### src/rtl/led_pkg.sv
`default_nettype none
// ============================================================================
// Package     : led_pkg
// Description : Shared types for the multi-channel PWM LED driver. Holds the
//               channel mode encodings, the mode field width and the breathe
//               direction type.
// Revision    : 1.0 - initial release
// ============================================================================
package led_pkg;

  // Width of the per-channel mode field on the configuration port
  localparam int LED_MODE_W = 2;

  // Channel operating modes
  typedef enum logic [LED_MODE_W-1:0] {
    LED_OFF     = 2'd0,
    LED_ON      = 2'd1,
    LED_PWM     = 2'd2,
    LED_BREATHE = 2'd3
  } led_mode_e;

  // Direction of the breathe level ramp
  typedef enum logic {
    DIR_UP   = 1'b0,
    DIR_DOWN = 1'b1
  } breathe_dir_e;

endpackage
`default_nettype wire

### src/rtl/led_pwm_channel.sv
`default_nettype none
// ============================================================================
// Module      : led_pwm_channel
// Description : One LED channel. Holds the host mode/duty registers, the
//               active (shadow) copies loaded at period wrap, the breathe
//               ramp state machine with its period divider, the duty compare
//               and the registered LED output.
//               Optional build macro LED_GAMMA_EN: the duty is squared and
//               scaled down ((d*d) >> PWM_WIDTH) into a register that tracks
//               the host duty register; the shadow load then takes the mode
//               and corrected duty from the registers, so a write must land
//               at least one cycle before the wrap to be picked up by it.
// Revision    : 1.0 - initial release
// ============================================================================
module led_pwm_channel
  import led_pkg::*;
#(
  parameter int PWM_WIDTH    = 16,
  parameter int BREATHE_DIV  = 64,
  parameter int BREATHE_STEP = 16,
  parameter int ACTIVE_LOW   = 1
) (
  input  logic                  CLK,
  input  logic                  nRST,
  input  logic [PWM_WIDTH-1:0]  i_cnt,
  input  logic                  i_wrap,
  input  logic                  i_we,
  input  logic [LED_MODE_W-1:0] i_mode,
  input  logic [PWM_WIDTH-1:0]  i_duty,
  output logic                  o_led
);

  localparam int                 DIV_W      = (BREATHE_DIV > 1) ? $clog2(BREATHE_DIV) : 1;
  localparam logic [DIV_W-1:0]   DIV_LAST   = DIV_W'(BREATHE_DIV - 1);
  localparam logic [PWM_WIDTH:0] STEP_EXT   = (PWM_WIDTH + 1)'(BREATHE_STEP);
  localparam logic               OFF_LEVEL  = (ACTIVE_LOW != 0);

  led_mode_e              r_mode_reg;
  logic [PWM_WIDTH-1:0]   r_duty_reg;
  led_mode_e              r_mode_act;
  logic [PWM_WIDTH-1:0]   r_duty_act;
  led_mode_e              w_load_mode;
  logic [PWM_WIDTH-1:0]   w_load_duty;

  breathe_dir_e           r_dir;
  breathe_dir_e           w_dir_nxt;
  logic [PWM_WIDTH-1:0]   r_lvl;
  logic [PWM_WIDTH-1:0]   w_lvl_nxt;
  logic [DIV_W-1:0]       r_div;
  logic [DIV_W-1:0]       w_div_nxt;
  logic [PWM_WIDTH:0]     w_lvl_up;
  logic [PWM_WIDTH:0]     w_lvl_dn;

  logic                   w_on;
  logic                   r_led;

  // Host-visible mode/duty registers, written by the decoded strobe
  always_ff @(posedge CLK or negedge nRST) begin
    if (!nRST) begin
      r_mode_reg <= LED_OFF;
      r_duty_reg <= '0;
    end else if (i_we) begin
      r_mode_reg <= led_mode_e'(i_mode);
      r_duty_reg <= i_duty;
    end
  end

`ifdef LED_GAMMA_EN
  logic [PWM_WIDTH-1:0]   w_duty_src;
  logic [2*PWM_WIDTH-1:0] w_duty_sq;
  logic [PWM_WIDTH-1:0]   r_duty_gam;

  assign w_duty_src = i_we ? i_duty : r_duty_reg;
  assign w_duty_sq  = {{PWM_WIDTH{1'b0}}, w_duty_src} * {{PWM_WIDTH{1'b0}}, w_duty_src};

  // Gamma-corrected duty, kept in step with the host duty register
  always_ff @(posedge CLK or negedge nRST) begin
    if (!nRST) begin
      r_duty_gam <= '0;
    end else begin
      r_duty_gam <= w_duty_sq[2*PWM_WIDTH-1:PWM_WIDTH];
    end
  end

  assign w_load_mode = r_mode_reg;
  assign w_load_duty = r_duty_gam;
`else
  // A write landing on the wrap cycle goes straight into the shadow load
  assign w_load_mode = i_we ? led_mode_e'(i_mode) : r_mode_reg;
  assign w_load_duty = i_we ? i_duty : r_duty_reg;
`endif

  // Active mode/duty change only at period wrap so a period is never split
  always_ff @(posedge CLK or negedge nRST) begin
    if (!nRST) begin
      r_mode_act <= LED_OFF;
      r_duty_act <= '0;
    end else if (i_wrap) begin
      r_mode_act <= w_load_mode;
      r_duty_act <= w_load_duty;
    end
  end

  // Breathe ramp state register
  always_ff @(posedge CLK or negedge nRST) begin
    if (!nRST) begin
      r_dir <= DIR_UP;
      r_lvl <= '0;
      r_div <= '0;
    end else begin
      r_dir <= w_dir_nxt;
      r_lvl <= w_lvl_nxt;
      r_div <= w_div_nxt;
    end
  end

  // Breathe ramp next state: restart on entry, step every BREATHE_DIV wraps,
  // saturate at the ceiling (turn down) and at zero (turn up)
  always_comb begin
    w_dir_nxt = r_dir;
    w_lvl_nxt = r_lvl;
    w_div_nxt = r_div;
    w_lvl_up  = {1'b0, r_lvl} + STEP_EXT;
    w_lvl_dn  = {1'b0, r_lvl} - STEP_EXT;
    if (i_wrap && (w_load_mode == LED_BREATHE)) begin
      if (r_mode_act != LED_BREATHE) begin
        w_lvl_nxt = '0;
        w_dir_nxt = DIR_UP;
        w_div_nxt = '0;
      end else if (r_div != DIV_LAST) begin
        w_div_nxt = r_div + DIV_W'(1);
      end else begin
        w_div_nxt = '0;
        case (r_dir)
          DIR_UP: begin
            if (w_lvl_up >= {1'b0, w_load_duty}) begin
              w_lvl_nxt = w_load_duty;
              w_dir_nxt = DIR_DOWN;
            end else begin
              w_lvl_nxt = w_lvl_up[PWM_WIDTH-1:0];
            end
          end
          default: begin
            // Borrow out of the top bit means the step overshot zero
            if (w_lvl_dn[PWM_WIDTH] || (w_lvl_dn == '0)) begin
              w_lvl_nxt = '0;
              w_dir_nxt = DIR_UP;
            end else begin
              w_lvl_nxt = w_lvl_dn[PWM_WIDTH-1:0];
            end
          end
        endcase
      end
    end
  end

  // Decide the LED state for the current counter value
  always_comb begin
    w_on = 1'b0;
    case (r_mode_act)
      LED_ON:      w_on = 1'b1;
      LED_PWM:     w_on = (i_cnt < r_duty_act);
      LED_BREATHE: w_on = (i_cnt < r_lvl);
      default:     w_on = 1'b0;
    endcase
  end

  // Registered LED drive with board polarity applied
  always_ff @(posedge CLK or negedge nRST) begin
    if (!nRST) begin
      r_led <= OFF_LEVEL;
    end else begin
      r_led <= w_on ^ OFF_LEVEL;
    end
  end

  assign o_led = r_led;

endmodule
`default_nettype wire

### src/rtl/led_pwm_multi.sv
`default_nettype none
// ============================================================================
// Module      : led_pwm_multi
// Description : N-channel PWM LED driver. Owns the shared period counter,
//               the period register, configuration decode and the period
//               tick; each LED is driven by an led_pwm_channel instance.
//               Optional build macro LED_GAMMA_EN selects a quadratic duty
//               curve inside the channels.
// Revision    : 1.0 - initial release
// ============================================================================
module led_pwm_multi
  import led_pkg::*;
#(
  parameter int CHANNELS     = 3,
  parameter int PWM_WIDTH    = 16,
  parameter int BREATHE_DIV  = 64,
  parameter int BREATHE_STEP = 16,
  parameter int ACTIVE_LOW   = 1
) (
  input  logic                  CLK,
  input  logic                  nRST,
  input  logic [PWM_WIDTH-1:0]  PERIOD,
  input  logic                  CFG_WE,
  input  logic [3:0]            CFG_CH,
  input  logic [LED_MODE_W-1:0] CFG_MODE,
  input  logic [PWM_WIDTH-1:0]  CFG_DUTY,
  output logic [CHANNELS-1:0]   LEDs,
  output logic                  PERIOD_TICK
);

  logic [PWM_WIDTH-1:0] r_cnt;
  logic [PWM_WIDTH-1:0] r_per_q;
  logic                 r_started;
  logic                 r_tick;
  logic [PWM_WIDTH-1:0] w_per_eff;
  logic                 w_wrap;

  // Before the first period register load, the live PERIOD input is the limit
  assign w_per_eff = r_started ? r_per_q : PERIOD;
  assign w_wrap    = (r_cnt == w_per_eff);

  // Period counter, period register capture and registered wrap tick
  always_ff @(posedge CLK or negedge nRST) begin
    if (!nRST) begin
      r_cnt     <= '0;
      r_per_q   <= '0;
      r_started <= 1'b0;
      r_tick    <= 1'b0;
    end else begin
      r_cnt     <= w_wrap ? '0 : (r_cnt + PWM_WIDTH'(1));
      r_started <= 1'b1;
      r_tick    <= w_wrap;
      if (w_wrap || !r_started) begin
        r_per_q <= PERIOD;
      end
    end
  end

  assign PERIOD_TICK = r_tick;

  for (genvar g = 0; g < CHANNELS; g++) begin : g_ch
    logic w_we;

    // Indices at or above CHANNELS match no instance and are dropped
    assign w_we = CFG_WE && (CFG_CH == 4'(g));

    led_pwm_channel #(
      .PWM_WIDTH    (PWM_WIDTH),
      .BREATHE_DIV  (BREATHE_DIV),
      .BREATHE_STEP (BREATHE_STEP),
      .ACTIVE_LOW   (ACTIVE_LOW)
    ) u_ch (
      .CLK    (CLK),
      .nRST   (nRST),
      .i_cnt  (r_cnt),
      .i_wrap (w_wrap),
      .i_we   (w_we),
      .i_mode (CFG_MODE),
      .i_duty (CFG_DUTY),
      .o_led  (LEDs[g])
    );
  end

endmodule
`default_nettype wire
### config.mk
export PLATFORM = sky130hd
export DESIGN_NAME = led_pwm_multi
export DESIGN_NICKNAME = d
export VERILOG_FILES = /design/src/rtl/led_pkg.sv /design/src/rtl/led_pwm_channel.sv /design/src/rtl/led_pwm_multi.sv
export SDC_FILE = /design/constraint.sdc
export NUM_CORES = 1
export LEC_CHECK = 0
export CAP_MARGIN = 10
export CORE_ASPECT_RATIO = 0.9
export CORE_UTILIZATION = 40
export CTS_CLUSTER_DIAMETER = 40
export CTS_CLUSTER_SIZE = 20
export DETAILED_ROUTE_END_ITERATION = 12
export HOLD_SLACK_MARGIN = 0.12
export PLACE_DENSITY_LB_ADDON = 0.25
export SLEW_MARGIN = 20
export SYNTH_ARGS = -nofsm -noshare
export SYNTH_HDL_FRONTEND = slang
export SYNTH_SLANG_ARGS = --single-unit
### constraint.sdc
create_clock -name CLK -period 8.2 [get_ports CLK]
set_input_delay 1.23 -clock CLK [delete_from_list [all_inputs] [get_ports CLK]]
set_output_delay 1.23 -clock CLK [all_outputs]
set_load 0.05 [all_outputs]
======== Word level (Yosys, flattened, before mapping) ========
Index checks and enable logic that the tools add are counted.
cells by class
  order comparisons ....................... 9
  add/sub/neg operators ................... 10
  equality and inequality tests ........... 24
  bitwise operators ....................... 3
  reductions and logical operators ........ 18
  muxes and demuxes ....................... 47
operators with widths
  cell                                                count
  two-way mux 16 bit                                  20
  less-than comparator 16 bit                         6
  adder 16 x 5 -> 17 bit, second input constant       3
  greater-or-equal comparator 17 x 16 -> 1 bit        3
  logical NOT 17 bit                                  3
  subtractor 16 x 5 -> 17 bit, second input constant  3
  two-way mux 6 bit                                   6
  adder 6 x 1 -> 6 bit, second input constant         3
  == test 2 bit, second input constant                9
  != test 6 bit, second input constant                3
  adder 16 x 1 -> 16 bit, second input constant       1
  == test 16 bit                                      1
  two-way mux 1 bit                                   15
  case mux 1 bit (3 select lines)                     3
  == test 2 x 1 -> 1 bit, second input constant       3
  logical AND 1 bit                                   6
  two-way mux 2 bit                                   3
  != test 2 x 1 -> 1 bit, second input constant       3
  != test 2 bit, second input constant                3
  AND reduction 2 bit                                 3
  == test 4 x 1 -> 1 bit, second input constant       1
  == test 4 x 2 -> 1 bit, second input constant       1
  logical NOT 4 bit                                   1
  logical OR 1 bit                                    4
  other kinds (2)                                     4
storage, ports and cells
  logic and storage cells ................. 139
  input bits .............................. 41
  register bits after elaboration ......... 214

======== Logic depth before layout (Yosys ltp) ========
  depth after elaboration ................. 8
  depth in mapped cells ................... 17

======== Hierarchy ========
A second synthesis with hierarchy kept.
second synthesis, totals
  cell total of the unflattened synthesis .. 1521
  area total of the unflattened synthesis .. 14375.0 µm²
by module, submodules not included
  module                               area each (µm²)  cells each  sequential area each (µm²)  instances
  led_pwm_channel at g_ch[0].u_ch ...  4142.7           447         1502.7                      2
  led_pwm_channel at g_ch[1].u_ch      4231.6           471         1502.7                      1
  led_pwm_multi                        1858.0           156         850.8                       1

======== Worst setup path after synthesis ========
OpenSTA, ideal clock, no wires.
  kind .................................... input-to-reg
  start ................................... input port CFG_CH[1]
  end ..................................... register g_ch[1].u_ch.r_lvl[5]
  data required time ...................... 8078 ps
  setup slack ............................. 3243 ps
  path buffers ............................ 3
  arrival ................................. 4835 ps
  stages on the path ...................... 14
  path through ............................ clkbuf_1 -> nor2b_1 -> nand2_1 -> clkbuf_1 -> mux2i_1 -> ha_1 -> nor2b_1 -> nor4b_1 -> o21ai_0 -> a2111o_1 -> a311o_1 -> clkbuf_1 -> a211o_1 -> a32o_1
on the way
  word-level cells in the longest chain between the ends .. 8
ends and longest elaborated chain
  element                                       RTL line                source
  start, declared                               led_pwm_multi.sv:24     input logic [3:0] CFG_CH,
  == test 4 x 1 -> 1 bit (*)                    led_pwm_multi.sv:65     assign w_we = CFG_WE && (CFG_CH == 4'(g));
  logical AND 1 bit (*)                         led_pwm_multi.sv:65
  two-way mux 16 bit                            led_pwm_channel.sv:90   assign w_load_duty = i_we ? i_duty : r_duty_reg;
  greater-or-equal comparator 17 x 16 -> 1 bit  led_pwm_channel.sv:136  if (w_lvl_up >= {1'b0, w_load_duty}) begin
  two-way mux 16 bit                            led_pwm_channel.sv:136
  two-way mux 16 bit                            led_pwm_channel.sv:134  case (r_dir)
  two-way mux 16 bit                            led_pwm_channel.sv:130  end else if (r_div != DIV_LAST) begin
  two-way mux 16 bit                            led_pwm_channel.sv:126  if (r_mode_act != LED_BREATHE) begin
  end signal, assigned                          led_pwm_channel.sv:112  r_lvl <= w_lvl_nxt;
  end, declared                                 led_pwm_channel.sv:47   logic [PWM_WIDTH-1:0] r_lvl;
Mark *: on every way between the ends. The rest lies on a longest branch, timed or not. The select of a mux whose other input is x is not followed.
A chain may end at the register's enable or synchronous reset.

======== Worst setup path after layout ========
  start ................................... input port CFG_CH[1]
  end ..................................... register g_ch[1].u_ch.r_lvl[5]
on the way
  word-level cells in the longest chain between the ends .. 8
ends and longest elaborated chain
  element                                       RTL line                source
  == test 4 x 1 -> 1 bit                        led_pwm_multi.sv:65
  logical AND 1 bit                             led_pwm_multi.sv:65
  two-way mux 16 bit                            led_pwm_channel.sv:90
  via g_ch[1].u_ch.w_load_duty[4]               led_pwm_channel.sv:43   logic [PWM_WIDTH-1:0] w_load_duty;
  greater-or-equal comparator 17 x 16 -> 1 bit  led_pwm_channel.sv:136
  two-way mux 16 bit                            led_pwm_channel.sv:136
  two-way mux 16 bit                            led_pwm_channel.sv:134
  two-way mux 16 bit                            led_pwm_channel.sv:130
  two-way mux 16 bit                            led_pwm_channel.sv:126
The timed path passes the listed nets, and every way through them passes these cells. The select of a mux whose other input is x is not followed.

==> out/metrics.yaml <==
run_status:
  status: "completed"
cells_and_area:
  syn2layout_area_growth_pct: 14.60
  drive_above_1_share: 0.07428
  fin_nets: 1791
cts:
  h-tree-depth: 2
  hold_buffers: 0
  tritoncts.num_buffers: 36
  cts_setup_buffers: 0
  cts-resized-gates: 0
  clk_latency_ps: 530
  cts_root_buffer: "clkbuf_16"
  cts_sinks: 214
  clockBufferDepth: 3
  cts_tree: "yes"
  clkTransAtPathRegs_ps: 50
floorplanning:
  rows: 65
  io_pins: 45
  die_w_um: 202.0
  core_area_um2: 35220
  initial_core_util: 0.4090
  fp.dieH_um: 182.0
  die_area_um2: 36770
timing:
  setup_tns_ps: 0
  fin_crit_sh: 0.6917
  setup-violations-final: 0
  relSlewSlack: 0.2800
  layout_min_cycle_time_ps: 5672
  tightestPinTransition_ps: 1077
  rsz0062_at_grt: "no"
  max_freq_mhz: 176.3
  hold_ws_ps: 487.6
  skew_ps: 27.30
  hold_viol: 0
  drv_slew: 0
grt:
  grt_pass1_wl_mm: 66.46
  antenna_found_initial: 1
  grt_max_degree: 77
  track_usage: 0.2310
  overflow: 0
  grt_pass1_vias: 11901
logic_synthesis:
  syn-num-nets: 1770
  yosysWarnings: 0
  synth-async-reset-ratio: 1.000
  synth_area_leaders: "dfrtp_1 37%, ha_1 13%, mux2i_1 4.8%"
  ys_seq_area_frac: 0.3721
  synthTopCellsByCount: "211 x dfrtp_1, 151 x inv_1, 148 x ha_1"
  netlist_instances: 1581
  ys_seq_elements: 214
  synth_top_area_cell: "dfrtp_1"
  yosys.area.top_type_share: 0.3666
  yosys_most_used_dff: "dfrtp_1"
  synth.cell_area_um2: 14400
  ys_types: 83
  avgSynthCellArea_um2: 9.110
  synth_edf_count: 0
  yosysMostFrequentCell: "dfrtp_1"
routing:
  ant_nets: 0
  drc: 0
  routedWlPerCell_um: 19.89
  viasPerCell: 5.655
  drt-total-wl_mm: 41.78
  drt-pass1-iter-count: 5
  drt_iter0_drc: 788
  num_vias: 11876
power:
  p_per_area_nw_per_um2: 206.7
  ir_drop_mv: 0.1358
  power.leakage_nw: 7.879
setup_path:
  cp_max_fo: 27
  cp.required_ps: 8600
  cp-end-kind: "register"
  critPathLaunchType: "input port"
  path_class: "input port to register"
  cp.arrival_ps: 6070
  reg2reg_depth: 15
worst_hold_path:
  min_path_cells: 2
  hold_class: "register to register"
place:
  hpwlAfterDp_mm: 30.01
  gp_congestion: 0.9159
  io_buffers: 44
flow_run:
  max_cap_viol_count: 0
-- kinds of logic (layout without fill, tap and decap cells) --
| family | after synthesis | after routing | share of synthesized area |
|---|---|---|---|
| buffers and inverters | 223 | 271 | 0.06185 |
| muxes | 95 | 95 | 0.06828 |
| xor gates and xnor gates | 79 | 79 | 0.04804 |
| adders and majority gates | 148 | 148 | 0.1286 |
| AOI/OAI and AO/OA | 354 | 354 | 0.1549 |
| DFF | 214 | 214 | 0.3721 |
| and+or+nand+nor | 467 | 467 | 0.1660 |
| other | 1 | 3 | 0.0002604 |
-- metal layers --
layer  vias up  share of wire  global-route usage
li1       5680              -                   -
met1      5750           0.46              0.3200
met2       369           0.43              0.3516
met3        77          0.070             0.05133
met4         0          0.032             0.08394
met5         -              0                   0
-- final cells by class --
cell class,count,area (um^2)
Antenna cell,2,5.005
Clock buffer,42,984.7
Clock inverter,23,325.3
Fill cell,3355,18710
Inverter,154,578.1
Multi-Input combinational cell,1144,8162
Sequential cell,214,5359
Tap cell,469,586.8
Timing Repair Buffer,52,505.5
-- critical path, cell delays in order --
cell and delay (ps):
clkdlybuf4s50_1 590, nor2b_1 270, nand2_1 650, mux2_2 570, inv_1 80, ha_1 250, a21oi_1 180, nor4b_1 320
o21ai_0 150, a2111o_1 430, a311o_1 660, a211o_1 420, a32o_1 260
-- worst paths after layout --
check,startpoint,to,slack [ps]
min in group asynchronous,nRST,g_ch[1].u_ch.r_lvl[6],660
max reg2reg,g_ch[0].u_ch.r_lvl[4],g_ch[0].u_ch.r_lvl[4],3690
min,g_ch[2].u_ch.r_duty_act[0],g_ch[2].u_ch.r_duty_act[0],490
min reg2reg,g_ch[2].u_ch.r_duty_act[0],g_ch[2].u_ch.r_duty_act[0],490
max,CFG_CH[1],g_ch[1].u_ch.r_lvl[5],2530
max in group asynchronous,nRST,g_ch[0].u_ch.r_lvl[14],6100
-- power breakdown --
group          switching, W  internal [W]  leakage [nW]
sequential        0.0000820       0.00113          2.49
combinational      0.000334      0.000221          4.75
clock              0.000575       0.00107         0.637
total              0.000991       0.00242          7.88
-- stage by stage --
step                      area, um^2    util  std cells  worst slack, ps  total power [W]
final                          16510  0.4687       2100             2528         0.003411
after global routing           16500  0.4686       2099             2220         0.003569
after CTS                      16500  0.4686       2098             2565         0.003443
after detailed placement       15190  0.4314       2033             2034         0.001783
after global placement         15190  0.4314       2033             2131         0.001770
after floorplan                14400       -       1581             3243         0.001572
-- cell usage in the layout, fill, tap and decap left out, types with 29 or more instances in the layout --
cell and n:
o21ai_0 83, dfrtp_1 211, ha_1 148, nor3_1 35, nand4_1 29, clkbuf_16 37, nand2_1 95, nand3_1 52
inv_1 151, nor2_1 130, mux2i_1 69, a21oi_1 107, xnor2_1 64, a21o_1 31, clkdlybuf4s50_1 43
Power figures use the tool's default switching activity.
